<file path="src/rtl/usr_gen.sv">
// usr_gen: parametrised universal shift register with rotate/arith/clear
// modes and an autonomous N-step burst engine with busy/done handshake.
module usr_gen #(
  parameter int WIDTH = 8,
  parameter int CNT_W = $clog2(WIDTH) + 1
) (
  input  logic             clk,
  input  logic             rst,
  input  logic             en,
  input  logic [2:0]       mode,
  input  logic [WIDTH-1:0] d_in,
  input  logic             s_in_left,
  input  logic             s_in_right,
  input  logic             start,
  input  logic [CNT_W-1:0] count,
  output logic [WIDTH-1:0] q,
  output logic             s_out_left,
  output logic             s_out_right,
  output logic             busy,
  output logic             done
);

  localparam logic [0:0] IDLE  = 1'b0;
  localparam logic [0:0] BURST = 1'b1;

  localparam logic [2:0] M_HOLD = 3'b000;
  localparam logic [2:0] M_SHR  = 3'b001;
  localparam logic [2:0] M_SHL  = 3'b010;
  localparam logic [2:0] M_LOAD = 3'b011;
  localparam logic [2:0] M_ROR  = 3'b100;
  localparam logic [2:0] M_ROL  = 3'b101;
  localparam logic [2:0] M_ASR  = 3'b110;
  localparam logic [2:0] M_CLR  = 3'b111;

  localparam logic [CNT_W-1:0] ONE = CNT_W'(1);

  logic [0:0]       state;
  logic [2:0]       bmode;
  logic [CNT_W-1:0] rem;

  logic [2:0]       op;
  logic [WIDTH-1:0] q_next;
  logic             legal;

  // In BURST the latched mode drives the datapath; live mode is ignored.
  assign op = (state == BURST) ? bmode : mode;

  always_comb begin
    q_next = q;
    case (op)
      M_HOLD: q_next = q;
      M_SHR:  q_next = {s_in_left, q[WIDTH-1:1]};
      M_SHL:  q_next = {q[WIDTH-2:0], s_in_right};
      M_LOAD: q_next = d_in;
      M_ROR:  q_next = {q[0], q[WIDTH-1:1]};
      M_ROL:  q_next = {q[WIDTH-2:0], q[WIDTH-1]};
      M_ASR:  q_next = {q[WIDTH-1], q[WIDTH-1:1]};
      M_CLR:  q_next = '0;
      default: q_next = q;
    endcase
  end

  always_comb begin
    legal = 1'b0;
    case (mode)
      M_SHR, M_SHL, M_ROR, M_ROL, M_ASR: legal = 1'b1;
      default: legal = 1'b0;
    endcase
  end

  always_ff @(posedge clk) begin
    if (rst) begin
      q     <= '0;
      state <= IDLE;
      bmode <= M_HOLD;
      rem   <= '0;
      done  <= 1'b0;
    end else begin
      done <= 1'b0;
      case (state)
        IDLE: begin
          if (start && legal) begin
            if (count != '0) begin
              bmode <= mode;
              rem   <= count;
              state <= BURST;
            end else begin
              done <= 1'b1;
            end
          end else if (en) begin
            q <= q_next;
          end
        end
        BURST: begin
          if (en) begin
            q   <= q_next;
            rem <= rem - ONE;
            if (rem == ONE) begin
              state <= IDLE;
              done  <= 1'b1;
            end
          end
        end
        default: state <= IDLE;
      endcase
    end
  end

  assign busy        = (state == BURST);
  assign s_out_left  = q[WIDTH-1];
  assign s_out_right = q[0];

endmodule

</file>
<file path="config.mk">
export PLATFORM = sky130hd
export DESIGN_NAME = usr_gen
export DESIGN_NICKNAME = d
export VERILOG_FILES = /design/src/rtl/usr_gen.sv
export SDC_FILE = /design/constraint.sdc
export NUM_CORES = 1
export LEC_CHECK = 0
export CORE_UTILIZATION = 35
export DETAILED_ROUTE_END_ITERATION = 8
export GPL_TIMING_DRIVEN = 0
export PLACE_DENSITY = 0.67
export SYNTH_ARGS = -nofsm -noshare
export SYNTH_HDL_FRONTEND = slang
export SYNTH_SLANG_ARGS = --single-unit
</file>
<file path="constraint.sdc">
create_clock -name clk -period 2.6 [get_ports clk]
set_input_delay 0.52 -clock clk [delete_from_list [all_inputs] [get_ports clk]]
set_output_delay 0.52 -clock clk [all_outputs]
set_load 0.05 [all_outputs]
</file>
After elaboration in Yosys (flattened, before gate mapping). Cells that the tools add are included. W data, S select, Z words.

Muxes and demuxes: 20. Reductions and logical operators: 6. Equality and inequality tests: 17. Bitwise operators: 1. Add/subtract/negate cells: 1.

Operators with widths (number): $pmux W8 S8 (1); $eq A3 B3 Y1 const B (7); $mux W8 (2); $pmux W8 S2 (1); $mux W4 (3); $eq A3 B2 Y1 const B (3); $mux W1 (9); $ne A2 B2 Y1 const B (4); $pmux W4 S2 (1); $eq A3 B1 Y1 const B (2); $reduce_and A3 Y1 (2); $reduce_or A5 Y1 (1); $eq A4 B1 Y1 const B (1); $pmux W1 S2 (2); $reduce_bool A4 Y1 (1); $sub A4 B1 Y4 const B (1); $logic_not A3 Y1 (1); $mux W3 (1); $logic_and A1 B1 Y1 (1); $not A1 Y1 (1).

Input bits: 21. Output and inout port bits: 12. Register bits after elaboration: 17. Word-level logic and storage cells: 50.

Depth between registers and ports, before layout.
Depth in word-level cells: 6. Gate-level depth with buffers: 7. Gate-level depth less buffers: 6.

Worst setup path after synthesis. OpenSTA, ideal clock, no wires.

Kind: register to register. From: register state (netlist: busy). To: register q[6]. Cell stages (with the launch flop): 7. Library setup time: 0.134 ns. Data required time: 2.466 ns. Setup slack: 0.637 ns. Arrival: 1.829 ns. Cell sequence: dfxtp_1 > buf_6 > mux2_4 > nand2_1 > o22ai_4 > a221oi_1 > a211oi_1.

Cells in the longest elaborated chain, start to end: 6. Elaborated cells between the ends (all ways): 15. Those cells by class: eq/ne (8); mux (5); bitwise (1); reduce/logical (1).

RTL lines: from (decl) (RTL line 37) `logic [0:0] state;`; from (signal assigned) (RTL line 74) `state <= IDLE;`; from (signal assigned) (RTL line 86) `state <= BURST;`; from (signal assigned) (RTL line 99) `state <= IDLE;`; $mux W3 (RTL line 46) `assign op = (state == BURST) ? bmode : mode;`; $eq A3 B3 Y1, or another cell as far along (RTL line 50) `case (op)`; $pmux W8 S8 (RTL line 50); $mux W8 (RTL line 90, 95); $mux W8 (RTL line 82) `if (start && legal) begin`; $pmux W8 S2 (RTL line 80) `case (state)`; to (signal assigned) (RTL line 91) `q <= q_next;`; to (signal assigned) (RTL line 96) `q <= q_next;`; to (decl) (RTL line 16) `output logic [WIDTH-1:0] q,`.

Several ways; a longest one is shown, not always the timed one. The select of a mux whose other input is x is not followed. A chain may end at the register's enable or synchronous reset.

Worst setup path in the final report.
From: register q[0]. To: output port q[0].

No word-level cell between the ends.

==> results.md <==
* Fin crit period at 2160 ps
* Clk slew on worst S/H paths at 120 ps
* Bufs and invs on worst path at 2
* Crit Path Class: reg2out
* Worst EP arrival at 1640 ps
* Drt first pass iters at 4
* CP Max Fanout at 5
* H-tree Lvls at 1
* Fin area at 0.001545 mm^2
* Async SR Flop Fraction at 0%
* Worst-Margin Slew at 785.0 ps
* Synth Area in Compound Gates at 30.62%
* Pins Over Slew Limit at 0
* Nets at 187
* RSZ-0062 raised after global routing: false
* Std cell rows at 20
* Mux contribution to synthesized area at 9.989%
* Share of cells above drive strength 1 at 15.34%
* Pin count of the biggest net entering global routing at 11
* Area grow syn2layout at 34.09%
* Synth Flop Type: dfxtp_1
* Power per cell area at 517.4 mW/mm^2
* Number of max-cap violations at 0
* Die Area at 0.003526 mm^2
* Routed wire length at 2883 um
* # diodes at 0
* Skew-Pair Late Insertion Delay at 300 ps
* Post-route ant nets at 0
* Leak at 0.5709 nW
* Post-synthesis simple-gate area fraction at 20.41%
* GRT Resource Usage Total at 17.85%
* Die X at 59.38 um
* Die H at 59.38 um
* Mapped Area at 0.001152 mm^2
* Cell Area, Placed at 0.001518 mm^2
* Final period util at 83.06%
* # DRC at 0
* Relative slew slack at 46.17%
* Antenna violations before repair at 0
* Post-CTS setup buffers at 0
* Setup TNS at 0 ps
* Library cells used by synthesis at 41
* Post-synth EDFFs at 0
* Initial Utilization at 37.44%
* Worst hold-check path type: in2reg
* Vias in the first global route at 1071
* Hold slack at 426.0 ps
* Syn Inst Count at 128
* Clk root buf: clkbuf_4
* CTS tree: yes
* Clk buf depth at 2
* Synth Net Count at 151
* Worst EP required at 2080 ps
* Post-synthesis sequential area ratio at 29.53%
* Fmax at 463.1 MHz
* Crit path largest cell delay at 790 ps
* Endpoints failing hold at 0
* Final Util at 50.20%
* DP HPWL at 2194 um
* First-pass GRT wire length at 4719 um
* Clock sink total at 17
* Critical path's top delay family: buffers and inverters
* Total number of yosys warnings at 0
* CTS Buf Count at 3
* Gr ovfl total at 0
* # fillers at 317
* CP max stage cell: clkdlybuf4s50_1
* Core area at 0.003078 mm^2
* Cell breakdown of the critical path: buf_4, clkdlybuf4s50_1
* RD Place Congestion at 0.8786
* Register bit total from synthesis at 17
* Final setup viols at 0
* Final Power at 0.7996 mW
* Via density at 5.348
* Crit end category: output pin
* Outcome: finished clean
* Largest family of logic cells by synthesized area: compound AO/OA/AOI/OAI gates
* Drt wl/cell at 13.93 um
* Worst setup SP type: flop
* Syn avg cell area at 9.003 um^2
* Hold buffer count at cts at 0
* Clock Skew at 7.940 ps
* Io pins at 33
* Port bufs at 31
* Peak supply drop at 0.2509 mV
* Synth Area in XOR/XNOR at 0.7600%
* Total number of vias at 1107
* Iter 0 DRT Violations at 37
* Post-Synth Adder-Cell Area at 2.172%
* Post_cts resized at 0
-- area by class of cell --
class                      instances  area, um^2  share of cell area, %
sequential                        17       340.3                  22.02
buffer                             7       60.06                  3.887
inverter                           4       15.01                 0.9717
tap                               44       55.05                  3.563
clock inverter                     1       5.005                 0.3239
clock buffer                       3       22.52                  1.457
timing repair buffer              31       310.3                  20.08
multi-input combinational        100       737.0                  47.69
-- per-layer routing --
layer / part of all wire, % / track usage, %
met1: 45 / 21.69
met3: 4.5 / 2.402
met5: 0 / 0
met2: 49 / 30.98
met4: 1.5 / 8.163
-- kinds of logic (layout without fill, tap and decap cells) --
logic type,count (synthesis),after routing
xor gates and xnor gates,1,1
adders and majority gates,2,2
and+or+nand+nor,45,45
muxes,9,9
buffers and inverters,11,46
AOI/OAI and AO/OA,43,43
DFF,17,17
-- final timing paths --
| check | start | to | slack, ps | cells past startpoint |
|---|---|---|---|---|
| worst min register to register | bmode[1]$_SDFFE_PP0P_ | bmode[1]$_SDFFE_PP0P_ | 500 | 2 |
| worst max register to register | busy$_SDFF_PP0_ | q[0]$_SDFFE_PP0P_ | 720 | 5 |
| worst min-delay path | rst | q[4]$_SDFFE_PP0P_ | 430 | 2 |
| worst max-delay path | q[0]$_SDFFE_PP0P_ | q[0] | 440 | 2 |
-- placed cells by master (no fill, tap or decap), types with 2 or more instances in the layout --
master / count
clkdlybuf4s50_1: 31
nor2_1: 19
dfxtp_1: 17
o21ai_0: 10
a211oi_1: 8
nand2_1: 7
a221oi_1: 7
and3_1: 6
a21oi_1: 5
inv_1: 4
mux2i_1: 4
clkbuf_4: 3
buf_6: 2
nand2b_4: 2
nor3_1: 2
nand4_1: 2
a22oi_1: 2
mux2_2: 2
mux2_4: 2
nand3_1: 2
ha_1: 2
buf_4: 2
-- registers in the layout, indices dropped and copies added (netlist names) --
name	count
q	8
busy	1
done	1
rem	4
bmode	3
-- Yosys cell counts, types with 4 or more instances --
master	count	area, um^2
nor2_1	19	71.32
dfxtp_1	17	340.3
o21ai_0	10	50.05
a211oi_1	8	60.06
a221oi_1	7	61.31
nand2_1	7	26.28
and3_1	6	37.54
a21oi_1	5	25.02
inv_1	4	15.01
mux2i_1	4	40.04
-- metrics by stage --
stage,std cells,setup WS [ps]
after CTS,207,429.6
after global routing,207,391.2
after detailed placement,203,249.3
final,207,440.5
after floorplan,128,637.3
after global placement,203,285.5
-- where the power goes --
part           switching (mW)  total, mW  internal [mW]
sequential             0.0232      0.307          0.284
clock                  0.0975      0.155         0.0574
combinational           0.192      0.337          0.145
(Power assumes the default switching activity.)
